File: src/rtl/ram_bist_ctrl_if.sv
// ram_bist_ctrl_if: memory port bundle between the BIST controller and one ram instance.
interface ram_bist_ctrl_if #(
    parameter int ADDR_W = 5,
    parameter int DATA_W = 32
);
    logic              mem_ena;
    logic              mem_wena;
    logic [ADDR_W-1:0] mem_addr;
    logic [DATA_W-1:0] mem_wdata;
    logic [DATA_W-1:0] mem_rdata;

    modport master (output mem_ena, mem_wena, mem_addr, mem_wdata, input mem_rdata);
    modport slave  (input mem_ena, mem_wena, mem_addr, mem_wdata, output mem_rdata);
endinterface

File: src/rtl/ram_bist_ctrl.sv
// ram_bist_ctrl: writes seed+addr to every word, reads all back, reports pass/err_count/first_err_addr.
module ram_bist_ctrl #(
    parameter int ADDR_W = 5,
    parameter int DATA_W = 32,
    parameter int DEPTH  = 32
) (
    input  logic                clk,
    input  logic                rst,
    input  logic                start,
    input  logic [DATA_W-1:0]   seed,
    ram_bist_ctrl_if.master     bus,
    output logic                busy,
    output logic                done,
    output logic                pass,
    output logic [5:0]          err_count,
    output logic [ADDR_W-1:0]   first_err_addr
);
    typedef enum logic [2:0] {IDLE, WR, RD, LAST, DONE} state_t;

    localparam logic [ADDR_W-1:0] MAX_ADDR = ADDR_W'(DEPTH - 1);
    localparam logic [5:0]        ERR_MAX  = 6'(DEPTH);

    state_t            state, state_n;
    logic [DATA_W-1:0] seed_q;
    logic [ADDR_W-1:0] addr_inc, cmp_addr;
    logic [DATA_W-1:0] exp_rd;
    logic              at_max, cmp_en, mism;

    always_ff @(posedge clk or posedge rst) begin
        if (rst) state <= IDLE;
        else     state <= state_n;
    end

    always_comb begin
        state_n = state;
        case (state)
            IDLE:    state_n = start  ? WR   : IDLE;
            WR:      state_n = at_max ? RD   : WR;
            RD:      state_n = at_max ? LAST : RD;
            LAST:    state_n = DONE;
            default: state_n = IDLE;
        endcase
    end

    // Read data lags the presented address by one edge; the first RD edge has nothing to check.
    always_comb begin
        at_max   = bus.mem_addr == MAX_ADDR;
        addr_inc = bus.mem_addr + ADDR_W'(1);
        cmp_en   = (state == RD && bus.mem_addr != '0) || state == LAST;
        cmp_addr = state == LAST ? MAX_ADDR : bus.mem_addr - ADDR_W'(1);
        exp_rd   = seed_q + DATA_W'(cmp_addr);
        mism     = cmp_en && (bus.mem_rdata !== exp_rd);
    end

    always_ff @(posedge clk or posedge rst) begin
        if (rst) begin
            seed_q         <= '0;
            bus.mem_ena    <= 1'b0;
            bus.mem_wena   <= 1'b0;
            bus.mem_addr   <= '0;
            bus.mem_wdata  <= '0;
            busy           <= 1'b0;
            done           <= 1'b0;
            pass           <= 1'b0;
            err_count      <= '0;
            first_err_addr <= '0;
        end else begin
            done <= 1'b0;
            if (mism) begin
                if (err_count == '0)     first_err_addr <= cmp_addr;
                if (err_count != ERR_MAX) err_count     <= err_count + 6'd1;
            end
            case (state)
                IDLE: if (start) begin
                    seed_q         <= seed;
                    err_count      <= '0;
                    first_err_addr <= '0;
                    pass           <= 1'b0;
                    busy           <= 1'b1;
                    bus.mem_ena    <= 1'b1;
                    bus.mem_wena   <= 1'b1;
                    bus.mem_addr   <= '0;
                    bus.mem_wdata  <= seed;
                end
                WR: if (at_max) begin
                    bus.mem_wena <= 1'b0;
                    bus.mem_addr <= '0;
                end else begin
                    bus.mem_addr  <= addr_inc;
                    bus.mem_wdata <= seed_q + DATA_W'(addr_inc);
                end
                RD: if (at_max) bus.mem_ena  <= 1'b0;
                    else        bus.mem_addr <= addr_inc;
                LAST: begin
                    done <= 1'b1;
                    busy <= 1'b0;
                    pass <= err_count == '0 && !mism;
                end
                default: ;
            endcase
        end
    end
endmodule

File: src/flat_wrapper.sv
// flat-port wrapper written by rule: the top's interface ports become plain ports
module ram_bist_ctrl_flat 
#(
    parameter int ADDR_W = 5,
    parameter int DATA_W = 32,
    parameter int DEPTH  = 32
)
  (clk, rst, start, seed, busy, done, pass, err_count, first_err_addr, bus_mem_ena, bus_mem_wena, bus_mem_addr, bus_mem_wdata, bus_mem_rdata);
  ram_bist_ctrl_if #(.ADDR_W(ADDR_W), .DATA_W(DATA_W)) bus_i ();
  input  logic clk;
  input  logic rst;
  input  logic start;
  input  logic [DATA_W-1:0] seed;
  output logic busy;
  output logic done;
  output logic pass;
  output logic [5:0] err_count;
  output logic [ADDR_W-1:0] first_err_addr;
  output wire logic [$bits(bus_i.mem_ena)-1:0] bus_mem_ena;
  output wire logic [$bits(bus_i.mem_wena)-1:0] bus_mem_wena;
  output wire logic [$bits(bus_i.mem_addr)-1:0] bus_mem_addr;
  output wire logic [$bits(bus_i.mem_wdata)-1:0] bus_mem_wdata;
  input wire logic [$bits(bus_i.mem_rdata)-1:0] bus_mem_rdata;
  assign bus_mem_ena = bus_i.mem_ena;
  assign bus_mem_wena = bus_i.mem_wena;
  assign bus_mem_addr = bus_i.mem_addr;
  assign bus_mem_wdata = bus_i.mem_wdata;
  assign bus_i.mem_rdata = bus_mem_rdata;
  ram_bist_ctrl #(.ADDR_W(ADDR_W), .DATA_W(DATA_W), .DEPTH(DEPTH)) u_core (.clk(clk), .rst(rst), .start(start), .seed(seed), .bus(bus_i), .busy(busy), .done(done), .pass(pass), .err_count(err_count), .first_err_addr(first_err_addr));
endmodule
File: config.mk
export PLATFORM = sky130hd
export DESIGN_NAME = ram_bist_ctrl_flat
export DESIGN_NICKNAME = d
export VERILOG_FILES = /design/src/rtl/ram_bist_ctrl_if.sv /design/src/rtl/ram_bist_ctrl.sv /design/src/flat_wrapper.sv
export SDC_FILE = /design/constraint.sdc
export NUM_CORES = 1
export LEC_CHECK = 0
export CAP_MARGIN = 20
export CORE_ASPECT_RATIO = 1.1
export CORE_UTILIZATION = 33
export CTS_CLUSTER_DIAMETER = 80
export DETAILED_ROUTE_END_ITERATION = 8
export SYNTH_ARGS = -nofsm -noshare
export SYNTH_HDL_FRONTEND = slang
export SYNTH_SLANG_ARGS = --single-unit
File: constraint.sdc
create_clock -name clk -period 3.4 [get_ports clk]
set_clock_uncertainty 0.15 [all_clocks]
set_input_delay 0.68 -clock clk [delete_from_list [all_inputs] [get_ports clk]]
set_output_delay 0.68 -clock clk [all_outputs]
set_load 0.02 [all_outputs]
== After elaboration in Yosys (flattened, before gate mapping) ==
Index checks and enable logic that the tools add are counted.
Widths: inputs -> output; s select.
Word-level totals
  flip-flop bits (word level): 88
  input port bits: 67
  output and inout bits: 53
  logic and storage cells: 73
Operators by class
  add/sub/neg operators: 5
  equality and inequality tests: 11
  mux-type cells: 28
  reduce and logical (&&, ||, !) cells: 18
Operators with widths (count)
  $add 32x5->32: 2
  $mux 32: 2
  $pmux 32 s2: 1
  $mux 5: 8
  $nex 32x32->1: 1
  $mux 6: 4
  $pmux 5 s3: 1
  $pmux 3 s4: 1
  $reduce_and 3->1: 4
  $pmux 1 s2: 4
  $add 6x1->6 const B: 1
  $eq 3x2->1 const B: 2
  $logic_not 6->1: 1
  $mux 1: 6
  $ne 2x2->1 const B: 3
  $ne 6x6->1 const B: 1
  $reduce_bool 2->1: 3
  $add 5x1->5 const B: 1
  $eq 5x5->1 const B: 1
  $reduce_bool 5->1: 1
  $sub 5x1->5 const B: 1
  $ne 2x1->1 const B: 2
  $reduce_and 2->1: 2
  $eq 3x1->1 const B: 1
  other kinds (6): 8

== Logic depth before layout (Yosys ltp) ==
Gate-level depths: netlist (run 1).
  depth in word-level cells: 8
  gate-level depth with buffers: 16
  depth with buffers taken out: 15

== Worst setup path after synthesis (run 1) ==
OpenSTA, ideal clock, no wires.
  path type: register -> register
  start point: reg u_core.bus.mem_addr[0]
  end point: reg u_core.first_err_addr[3]
  setup time: 0.120 ns
  arrival time: 3.472 ns
  required time: 3.130 ns
  slack: -0.342 ns
  stages on the path, launching flop included: 16
  buffers on the path: 1
  clock period less this slack: 3.742 ns
  cell sequence: dfrtp_1 > inv_1 > ha_1 > nand2_1 > xor2_1 > nand2_1 > ha_1 > nand3_1 > nor2_1 > o21ai_1 > or4_1 > a2111oi_2 > nand3_2 > buf_6 > a21o_1 > o211a_1
On the way
  word-level cells in the longest chain between the ends: 8
  elaborated cells on any way between the ends: 12
  classes of those cells: 2 x add/sub; 1 x eq/ne; 5 x mux; 4 x reduce/logical
Ends and longest elaborated chain
  start, declared: line ram_bist_ctrl_if.sv:12  | modport master (output mem_ena, mem_wena, mem_addr, mem_wdata, input mem_rdata);
  start signal, assigned: line ram_bist_ctrl.sv:89  | bus.mem_addr <= addr_inc;
  start signal, assigned: line ram_bist_ctrl.sv:93  | else bus.mem_addr <= addr_inc;
  $sub 5x1->5: line ram_bist_ctrl.sv:50  | cmp_addr = state == LAST ? MAX_ADDR : bus.mem_addr - ADDR_W'(1);
  $mux 5: line ram_bist_ctrl.sv:50
  $add 32x5->32: line ram_bist_ctrl.sv:51  | exp_rd = seed_q + DATA_W'(cmp_addr);
  $nex 32x32->1: line ram_bist_ctrl.sv:52  | mism = cmp_en && (bus.mem_rdata !== exp_rd);
  $logic_and 1x1->1: line ram_bist_ctrl.sv:52
  $mux 5 *: line ram_bist_ctrl.sv:69  | if (mism) begin
  $mux 5: line ram_bist_ctrl.sv:74  | IDLE: if (start) begin
  $mux 5 *: line ram_bist_ctrl.sv:73  | case (state)
  end signal, assigned: line ram_bist_ctrl.sv:70  | if (err_count == '0) first_err_addr <= cmp_addr;
  end, declared: line ram_bist_ctrl.sv:16  | output logic [ADDR_W-1:0] first_err_addr
Every way passes the cells marked *; elsewhere a longest branch is shown, timed or not.
A chain may end at the register's enable or synchronous reset.

== Worst setup path after layout (run 1) ==
  start point: reg u_core.state[2]
  end point: reg u_core.first_err_addr[4]
On the way
  word-level cells in the longest chain between the ends: 8
  elaborated cells on any way between the ends: 13
  classes of those cells: 1 x add/sub; 3 x eq/ne; 5 x mux; 4 x reduce/logical
Ends and longest elaborated chain
  start, declared: line ram_bist_ctrl.sv:23  | state_t state, state_n;
  start signal, assigned: line ram_bist_ctrl.sv:31  | else state <= state_n;
  $eq 3x2->1: line ram_bist_ctrl.sv:49, ram_bist_ctrl.sv:50
  $mux 5: line ram_bist_ctrl.sv:50
  $add 32x5->32: line ram_bist_ctrl.sv:51
  $nex 32x32->1: line ram_bist_ctrl.sv:52
  $logic_and 1x1->1: line ram_bist_ctrl.sv:52
  $mux 5: line ram_bist_ctrl.sv:69
  $mux 5: line ram_bist_ctrl.sv:74
  $mux 5 *: line ram_bist_ctrl.sv:73
Marks and branches as above.

==> impl_results.rst, run 1 <==
.. list-table::
   :header-rows: 1

   * - Metric
     - Value
   * - Status
     - finished clean
   * - Layout cell share with drive strength beyond 1
     - 18.21%
   * - Period utilisation layout
     - 99.51%
   * - Max-slew violation count
     - 0
   * - Count of different cell masters after synthesis
     - 57
   * - Final nets
     - 956
   * - Via-to-Cell Ratio
     - 4.962
   * - Post-detailed-route count of antenna-violating nets
     - 0
   * - Largest area contributor in the synthesized netlist
     - dfrtp_1
   * - Main combinational cell family by area after synthesis
     - simple AND/OR/NAND/NOR gates
   * - Fraction of registers with async set/reset
     - 100.0%
   * - TritonCTS clock tree
     - yes
   * - Num Clock Sinks
     - 88
   * - Sort of element at the end of the critical path
     - register
   * - Type of origin of the critical path
     - register
   * - IR drop worst, VDD
     - 236.6 uV
   * - Data arrival, critical path
     - 3480 ps
   * - Total standard cell area after synthesis
     - 5847 um^2
   * - Drt pass-1 iters
     - 4
   * - Wire length per cell after detailed routing
     - 16.13 um
   * - Worst path required time
     - 3500 ps
   * - Peak per-stage delay on the critical path
     - 390 ps
   * - XOR/XNOR Fraction of Synth Area
     - 12.43%
   * - Critical setup path kind
     - register to register
   * - Vias after detailed routing
     - 5,493
   * - Maximum net fanout on the critical path
     - 7
   * - Max-cap violation count
     - 0
   * - Clock slew at the register clock pins of the worst setup and hold paths
     - 60 ps
   * - Die Wd
     - 128.9 um
   * - Unrepaired setup endpoints after global routing
     - yes
   * - Relative slew margins
     - 42.04%
   * - Instance count of the mapped netlist
     - 703
   * - Wire length of the first global-routing pass
     - 28,490 um
   * - Pin count of the biggest net entering global routing
     - 41
   * - Syn-to-layout area delta
     - 44.04%
   * - Total power draw
     - 4.919 mW
   * - Number of global-route vias before repair
     - 5,521
   * - Core outline area
     - 17,200 um^2
   * - Initial DRC Count
     - 399
   * - Depth of the CTS H-tree
     - 3
   * - Skew-Pair Late Insertion Delay
     - 350 ps
   * - P_leak
     - 3.657 nW
   * - Synthesized net count
     - 789
   * - Area share of and/or/nand/nor cells after synthesis
     - 24.89%
   * - Setup violation total in the final timing report
     - 0
   * - Post-CTS Hold Buffers
     - 0
   * - Overall die height
     - 141.6 um
   * - Placement row count
     - 50
   * - Sum of routed wire length over all layers
     - 17,860 um
   * - Cell Pwr Density
     - 584.1 nW/um^2
   * - Main area contributors after synthesis
     - dfrtp_1 38%, nand2_1 11%, xnor2_1 8.4%
   * - Synthesis Warnings
     - 0
   * - Global-route total usage across every layer
     - 20.49%
   * - Boundary Pins
     - 120
   * - Placed wire-length estimate
     - 13,410 um
   * - Area fraction of the dominant cell type after synthesis
     - 37.66%
   * - Worst Tran Pin Value
     - 869.4 ps
   * - Slowest-stage cell, CP
     - a2111oi_4
   * - Antenna diode instance count
     - 0
   * - FMAX
     - 295.6 MHz
   * - Area share of fa/ha/maj cells after synthesis
     - 4.323%
   * - Synth Flop Type
     - dfrtp_1
   * - Sequential-to-total area share from yosys stat
     - 37.66%
   * - Starting density of the core
     - 33.99%
   * - Number of enable flip-flop cells after synthesis
     - 0
   * - Synthesized-area fraction occupied by ao, oa, aoi and oai cells
     - 12.86%
   * - Aggregate negative setup slack
     - 0 ps
   * - Register bit total from synthesis
     - 88
   * - Number of hold violations in the final report
     - 0
   * - Gpl congestion
     - 0.9209
   * - Number of remaining DRC errors
     - 0
   * - Remaining global-route overflow
     - 0
   * - Num CTS Buffers
     - 9
   * - Type of the worst min-delay path
     - register to register
   * - Proportion of synthesized area in mux cells
     - 3.274%
   * - Period minus WS final
     - 3383 ps
   * - Most frequently used cell type in the post-synthesis netlist
     - nand2_1
   * - Antenna violations before repair
     - 0
   * - Die outline area
     - 18,260 um^2
   * - Commonest cells in the synthesized netlist
     - 170 x nand2_1, 88 x dfrtp_1, 56 x xnor2_1
   * - CTS root buffer
     - clkbuf_16
   * - Number of port buffers
     - 119
   * - Cell occurring most often along the worst timing path
     - nand3b_1
   * - Average cell area after synthesis
     - 8.317 um^2
   * - Series of cell instances along the critical path
     - nand3b_1, nand2_2, ha_4, inv_2, fa_2, nand3b_1, a21boi_4, o21ai_4, o31a_1, a2111oi_4, nand3_4, buf_6, a21o_1, o211a_1
   * - Maximum clock insertion buffer count
     - 2
==> critical path: cells and delay by family, from the launching register on <==
family                   cells  cell delay (ps)
buffers and inverters        2              210
AO/OA/AOI/OAI                6             1320
AND/OR/NAND/NOR              4              750
flip-flops                   1              370
adder cells (fa/ha/maj)      2              480
==> layer usage <==
| metal | wire length (um) | track usage, % |
|---|---|---|
| met5 | 0 | 0 |
| met2 | 8152 | 32.46 |
| met4 | 529 | 8.483 |
| met3 | 768 | 4.336 |
| met1 | 8408 | 27.01 |
==> layout make-up <==
| cell class | count | area (um^2) |
|---|---|---|
| fillers | 1640 | 8782 |
| well taps | 234 | 292.8 |
| clock buffers | 11 | 252.7 |
| multi-input cells | 556 | 3749 |
| repair buffers | 199 | 1819 |
| flip-flops and latches | 88 | 2205 |
| clock inverters | 3 | 42.54 |
| inverters | 16 | 61.31 |
==> final timing paths <==
check	start	end	slack [ps]	cells past startpoint
max in group asynchronous	rst	u_core.bus.mem_wdata[16]	1800	3
worst min register to register	u_core.bus.mem_wdata[2]	u_core.bus.mem_wdata[2]	320	2
worst max register to register	u_core.state[2]	u_core.first_err_addr[4]	20	14
worst min-delay path	u_core.bus.mem_wdata[2]	u_core.bus.mem_wdata[2]	320	2
min in group asynchronous	rst	u_core.bus.mem_wena	590	2
worst max-delay path	u_core.state[2]	u_core.first_err_addr[4]	20	14
==> layout by cell type (no fill, tap or decap), drive strengths merged, types with 5 or more instances in the layout <==
cell type      count
ha                17
xnor2             56
mux2i             18
xor2              27
o21ai             56
clkbuf            11
clkdlybuf4s50    119
inv               15
nand4              9
nor3              15
a21oi             30
and3               9
buf               80
nand3             23
nand3b             6
nand2            170
nor2              48
o211a              5
or3                8
dfrtp             88
a21o               6
nor4               5
o211ai             6
==> kinds of logic (layout without fill, tap and decap cells) <==
| kind of cell | after synthesis | in the layout |
|---|---|---|
| and+or+nand+nor | 311 | 311 |
| AOI/OAI and AO/OA | 124 | 124 |
| DFF | 88 | 88 |
| xor gates and xnor gates | 83 | 83 |
| buffers and inverters | 59 | 229 |
| adders and majority gates | 19 | 19 |
| muxes | 19 | 19 |
==> per-stage QoR <==
step | area, um^2 | hold slack (ps) | setup WS, ps | util [%] | std cells
global route | 8422 | 346.3 | -173.9 | 48.95 | 1107
global placement | 7719 | 312.5 | -90.33 | 44.87 | 1082
finish | 8422 | 324.9 | 16.52 | 48.95 | 1107
detailed placement | 7719 | 319.4 | -213.4 | 44.87 | 1082
floorplan | 5901 | 327.4 | -59.86 | - | 703
CTS | 8225 | 333.1 | -1.231 | 47.81 | 1103
==> report_power, final <==
part	switching [mW]	internal, mW	leakage [nW]	total, mW
logic	1.24	1.26	2.41	2.50
clock network	0.423	0.600	0.143	1.02
registers	0.162	1.24	1.10	1.40
total	1.82	3.10	3.66	4.92
==> flip-flops by register name, summed over array words and instances (netlist names) <==
name	flops
u_core.bus.mem_wena	1
u_core.done	1
u_core.first_err_addr	5
u_core.seed_q	32
u_core.err_count	6
u_core.pass	1
u_core.bus.mem_addr	5
u_core.bus.mem_wdata	32
u_core.state	3
u_core.busy	1
u_core.bus.mem_ena	1
==> timing repair <==
item,CTS,global route
gates resized for setup,28,31
cloned,0,0
setup endpoints to repair,12,17
buffers inserted,7,4
pin swaps,12,14
Power figures use the tool's default switching activity.
==> inputs of run 2 (changes only) <==
--- a/config.mk
+++ b/config.mk
@@ -7,9 +7,10 @@
 export LEC_CHECK = 0
 export CAP_MARGIN = 20
 export CORE_ASPECT_RATIO = 1.1
-export CORE_UTILIZATION = 33
+export CORE_UTILIZATION = 46
 export CTS_CLUSTER_DIAMETER = 80
 export DETAILED_ROUTE_END_ITERATION = 8
+export PLACE_DENSITY = 0.76
 export SYNTH_ARGS = -nofsm -noshare
 export SYNTH_HDL_FRONTEND = slang
 export SYNTH_SLANG_ARGS = --single-unit
==> run 2 against run 1 <==
- the run now ends with setup timing left
- sequential cell count stayed put
- sequential power hardly changed
- wire length is 1.0% higher
- critical path type unchanged
- sequential share of layout area is 0.66 points higher
==> impl_results.rst, run 2 (synthesis gave the netlist of run 1 again) <==
.. list-table::
   :header-rows: 1

   * - Metric
     - Value
   * - Worst path required time
     - 3490 ps
   * - Aggregate negative setup slack
     - -2541 ps
   * - Failing checks
     - setup timing
   * - Placed wire-length estimate
     - 13,050 um
   * - Total power draw
     - 4.961 mW
   * - FF+latch area
     - 2205 um^2
   * - Sort of element at the end of the critical path
     - register
   * - Remaining global-route overflow
     - 0
   * - Number of hold violations in the final report
     - 0
   * - Antenna violations before repair
     - 0
   * - P_leak
     - 3.636 nW
   * - Boundary Pins
     - 120
   * - Period minus WS final
     - 3667 ps
   * - Total cell area at the placement stage
     - 7559 um^2
   * - Post-detailed-route count of antenna-violating nets
     - 0
   * - Antenna diode instance count
     - 0
   * - Switching power of the nets
     - 1.871 mW
   * - Number of global-route vias before repair
     - 5,664
   * - Setup violation total in the final timing report
     - 12
   * - Maximum clock insertion buffer count
     - 2
   * - Final nets
     - 949
   * - Smallest setup slack after layout
     - -266.8 ps
   * - Pre-CTS worst setup slack
     - -322.2 ps
   * - Number of remaining DRC errors
     - 0
   * - Post-route worst hold slack
     - 324.4 ps
   * - Global-route total usage across every layer
     - 28.42%
   * - Cell Pwr Density
     - 604.0 nW/um^2
   * - Top Registers
     - u_core.bus.mem_wdata (32), u_core.seed_q (32), u_core.err_count (6)
   * - Num CTS Buffers
     - 9
   * - Gpl congestion
     - 0.9468
   * - Most common cell after layout, fill and taps aside
     - nand2_1
   * - Switching portion of total power
     - 37.70%
   * - Placement row count
     - 42
   * - Number of port buffers
     - 119
   * - Most frequent cells in the layout
     - 162 x nand2_1, 119 x clkdlybuf4s50_1, 86 x dfrtp_1
   * - Type of the worst min-delay path
     - register to register
   * - Layout cell share with drive strength beyond 1
     - 16.59%
   * - Drt pass-1 iters
     - 5
   * - Relative contribution of combinational cells to total power
     - 49.9%
   * - IR drop worst, VDD
     - 359.9 uV
   * - Clock group share of total power
     - 21.7%
   * - Core outline area
     - 12,190 um^2
   * - Worst Tran Pin Value
     - 853.4 ps
   * - Skew-Pair Late Insertion Delay
     - 360 ps
   * - Status
     - finished, violations left
   * - Die outline area
     - 13,170 um^2
   * - Clock slew at the register clock pins of the worst setup and hold paths
     - 60 ps
   * - Starting density of the core
     - 47.96%
   * - FMAX
     - 272.7 MHz
   * - Unrepaired setup endpoints after global routing
     - yes
   * - Initial DRC Count
     - 318
   * - Combined area of the multi-input logic cells
     - 3667 um^2
   * - Die Wd
     - 109.5 um
   * - Seq pwr share
     - 28.4%
   * - Period utilisation layout
     - 107.8%
   * - Maximum net fanout on the critical path
     - 6
   * - Syn-to-layout area delta
     - 40.49%
   * - Depth of the CTS H-tree
     - 3
   * - Filler Cells Inserted
     - 1,005
   * - Cell internal pwr
     - 3.091 mW
   * - Overall die height
     - 120.2 um
   * - Wire length of the first global-routing pass
     - 28,480 um
   * - Relative slew margins
     - 43.10%
   * - CTS root buffer
     - clkbuf_16
   * - Wire length per cell after detailed routing
     - 17.66 um
   * - Max-cap violation count
     - 0
   * - Pin count of the biggest net entering global routing
     - 43
   * - Area of all placed cells without fillers
     - 8214 um^2
   * - Type of origin of the critical path
     - register
   * - Data arrival, critical path
     - 3760 ps
   * - Sum of routed wire length over all layers
     - 18,040 um
   * - Max-slew violation count
     - 0
   * - Post-CTS Hold Buffers
     - 0
   * - Via-to-Cell Ratio
     - 5.550
   * - Num Clock Sinks
     - 88
   * - Critical setup path kind
     - register to register
   * - TritonCTS clock tree
     - yes
   * - Vias after detailed routing
     - 5,672
-- run 2: repair_timing --
action / in CTS / in global routing
pin swaps: 14 / 14
endpoints found under the setup margin: 12 / 22
setup buffers: 6 / 6
resized for setup: 28 / 19
-- run 2: stage by stage --
stage                     instances  utilization, %
after floorplan                 703               -
after global placement          994           62.00
after detailed placement        994           62.00
after CTS                      1016           66.13
after global routing           1022           67.37
final                          1022           67.37
-- run 2: worst paths after layout --
path / start / end / slack (ps) / cells past startpoint
max in group asynchronous: rst / u_core.bus.mem_wdata[14] / 1840 / 3
setup reg to reg: u_core.state[2] / u_core.first_err_addr[0] / -270 / 15
hold reg to reg: u_core.bus.mem_wena / u_core.bus.mem_wena / 320 / 2
min in group asynchronous: rst / u_core.err_count[0] / 610 / 2
setup / recovery: u_core.state[2] / u_core.first_err_addr[0] / -270 / 15
hold / removal: u_core.bus.mem_wena / u_core.bus.mem_wena / 320 / 2
-- run 2: final cells by class --
cell class	count	share of cell area (%)
clock buffer	11	2.833
timing repair buffer	192	21.60
inverter	16	0.7464
multi-input combinational	556	44.65
clock inverter	5	0.9901
sequential	88	26.84
tap	154	2.346
-- run 2: layer usage --
metal / GRT usage, % / share of wire (%)
met2: 46.46 / 48
met5: 0 / 0
met1: 36.49 / 43
met3: 5.768 / 5.6
met4: 11.50 / 3.6
-- run 2: power by group through the flow --
| stage | sequential (mW) | combinational (mW) | clock [mW] |
|---|---|---|---|
| 4_1_cts | 1.39 | 2.29 | 1.09 |
| 6_report | 1.41 | 2.47 | 1.08 |
| 5_1_grt | 1.43 | 2.66 | 1.14 |
| 3_3_place_gp | 1.39 | 2.09 | 0 |
| 3_5_place_dp | 1.40 | 2.15 | 0 |
| 2_1_floorplan | 1.53 | 1.13 | 0 |
-- run 2: critical path: stages, from the launching register on --
cell,delay (ps)
dfrtp_1,370
nand3b_1,240
buf_4,220
nand2_2,80
inv_1,60
fa_2,330
nand3b_1,230
a21boi_4,270
o211ai_1,120
mux2i_1,230
o2111ai_2,180
a2111oi_4,410
nand3_4,190
buf_6,180
a21o_1,160
o211a_1,120
==> inputs of run 3 (changes only) <==
--- a/config.mk
+++ b/config.mk
@@ -6,7 +6,6 @@
 export NUM_CORES = 1
 export LEC_CHECK = 0
 export CAP_MARGIN = 20
-export CORE_ASPECT_RATIO = 1.1
 export CORE_UTILIZATION = 46
 export CTS_CLUSTER_DIAMETER = 80
 export DETAILED_ROUTE_END_ITERATION = 8
==> run 3 against run 2 <==
- the run still ends with setup timing left
- global-route usage is 0.43 points lower
- fmax is 3.0% higher
- critical endpoint is now u_core.err_count[5]
- clock-buffer cell count stayed put
- largest cell class unchanged
- wire length is 3.0% lower
- non-clock buffer count is 4 higher
- cell count is 1.8% higher
- sequential share of layout area is 0.43 points lower
- register-to-register slack better by 110 ps
- sequential cell count stayed put
- die area hardly changed
- first-iteration DRC count is 43% higher
- sequential power hardly changed
==> impl_results.rst, run 3 (synthesis gave the netlist of run 1 again) <==
.. list-table::
   :header-rows: 1

   * - Metric
     - Value
   * - Status
     - finished, violations left
   * - Failing checks
     - setup timing
   * - Antenna diode instance count
     - 0
   * - CTS root buffer
     - clkbuf_16
   * - IR drop worst, VDD
     - 291.8 uV
   * - Most common cell after layout, fill and taps aside
     - nand2_1
   * - Maximum net fanout on the critical path
     - 6
   * - Number of remaining DRC errors
     - 0
   * - Data arrival, critical path
     - 3660 ps
   * - Core Util, Final
     - 68.36%
   * - Boundary Pins
     - 120
   * - Wire length per cell after detailed routing
     - 16.84 um
   * - Depth of the CTS H-tree
     - 3
   * - Core outline area
     - 12,210 um^2
   * - Unrepaired setup endpoints after global routing
     - yes
   * - Placed wire-length estimate
     - 13,020 um
   * - Placement row count
     - 40
   * - Die outline area
     - 13,170 um^2
   * - Global-route total usage across every layer
     - 27.99%
   * - Num Clock Sinks
     - 88
   * - Via-to-Cell Ratio
     - 5.343
   * - TritonCTS clock tree
     - yes
   * - Period utilisation layout
     - 104.7%
   * - Clock slew at the register clock pins of the worst setup and hold paths
     - 70 ps
   * - Number of port buffers
     - 119
   * - Sort of element at the end of the critical path
     - register
   * - Remaining global-route overflow
     - 0
   * - Area of all placed cells without fillers
     - 8348 um^2
   * - Num CTS Buffers
     - 9
   * - Total power draw
     - 4.891 mW
   * - Die Wd
     - 114.7 um
   * - Worst Tran Pin Value
     - 867.8 ps
   * - Antenna violations before repair
     - 0
   * - Syn-to-layout area delta
     - 42.78%
   * - Most frequent cells in the layout
     - 163 x nand2_1, 119 x clkdlybuf4s50_1, 86 x dfrtp_1
   * - Worst path required time
     - 3500 ps
   * - Number of global-route vias before repair
     - 5,537
   * - Max-slew violation count
     - 0
   * - Number of hold violations in the final report
     - 0
   * - Post-CTS Hold Buffers
     - 0
   * - Initial DRC Count
     - 456
   * - Total cell area at the placement stage
     - 7606 um^2
   * - Period minus WS final
     - 3561 ps
   * - Starting density of the core
     - 47.88%
   * - Drt pass-1 iters
     - 5
   * - Skew-Pair Late Insertion Delay
     - 350 ps
   * - Setup violation total in the final timing report
     - 11
   * - Type of the worst min-delay path
     - register to register
   * - Gpl congestion
     - 0.9966
   * - Maximum clock insertion buffer count
     - 2
   * - FMAX
     - 280.8 MHz
   * - Final nets
     - 953
   * - P_leak
     - 3.645 nW
   * - Cell Pwr Density
     - 585.9 nW/um^2
   * - Sum of routed wire length over all layers
     - 17,510 um
   * - Max-cap violation count
     - 0
   * - Top Registers
     - u_core.bus.mem_wdata (32), u_core.seed_q (32), u_core.err_count (6)
   * - Post-route worst hold slack
     - 324.4 ps
   * - Post-detailed-route count of antenna-violating nets
     - 0
   * - Vias after detailed routing
     - 5,557
   * - Critical setup path kind
     - register to register
   * - Wire length of the first global-routing pass
     - 28,360 um
   * - Smallest setup slack after layout
     - -161.2 ps
   * - Type of origin of the critical path
     - register
   * - Pin count of the biggest net entering global routing
     - 45
   * - Relative slew margins
     - 42.14%
   * - Overall die height
     - 114.7 um
   * - Layout cell share with drive strength beyond 1
     - 18.69%
## run 3: cell types whose count changed in the layout (fill, tap and decap cells not counted), moves of 3 or more
cell	change
nor3_1	-3
ha_1	-3
buf_4	+4
nor3_2	+4
## run 3: what timing repair did
item,CTS,global route
buffers inserted,9,3
gates cloned,1,0
pin swaps,9,8
setup endpoints to repair,12,24
gates resized for setup,40,25
## run 3: layout make-up
| type | instances | area [um^2] |
|---|---|---|
| clock buffers | 11 | 242.7 |
| clock inverters | 5 | 56.30 |
| fillers | 1006 | 3864 |
| inverters | 16 | 61.31 |
| multi-input cells | 556 | 3769 |
| flip-flops and latches | 88 | 2205 |
| well taps | 168 | 210.2 |
| repair buffers | 196 | 1804 |
## run 3: power by group
| part | switching [mW] | internal [mW] | total [mW] |
|---|---|---|---|
| registers | 0.170 | 1.24 | 1.41 |
| logic | 1.24 | 1.23 | 2.47 |
| clock network | 0.430 | 0.589 | 1.02 |
| total | 1.84 | 3.05 | 4.89 |
## run 3: routing by layer
metal	vias up	track usage (%)	routed length, um
li1	2698	-	-
met1	2687	38.71	8109
met2	149	44.97	8337
met3	23	3.743	748
met4	0	10.48	313
met5	-	0	0
## run 3: stage by stage
stage,worst slack (ps),setup TNS (ps),cells
after floorplan,-59.86,-318.8,703
after global placement,-224.9,-1857,1012
after detailed placement,-321.1,-2996,1012
after CTS,-89.26,-479.4,1038
after global routing,-312.9,-2823,1040
final,-161.2,-1003,1040
## run 3: worst max-delay path, stage by stage (launching register included)
cell	delay [ps]
dfrtp_2	440
inv_2	90
ha_4	140
nand2_2	70
xor2_2	180
nand2_2	130
ha_4	240
a21oi_2	120
nand2_2	120
o21ai_4	280
nor2_2	60
or3_4	340
a2111oi_4	370
nand3_2	140
buf_6	170
buf_6	120
nand3_4	70
mux2i_2	230
## run 3: final timing paths
check                      slack (ps)                        to                    from  cells after the start
hold reg to reg                   320       u_core.bus.mem_wena     u_core.bus.mem_wena                      2
setup / recovery                 -160       u_core.err_count[5]  u_core.bus.mem_addr[0]                     17
setup reg to reg                 -160       u_core.err_count[5]  u_core.bus.mem_addr[0]                     17
min in group asynchronous         620  u_core.bus.mem_wdata[24]                     rst                      2
max in group asynchronous        1810          u_core.seed_q[8]                     rst                      3
hold / removal                    320       u_core.bus.mem_wena     u_core.bus.mem_wena                      2
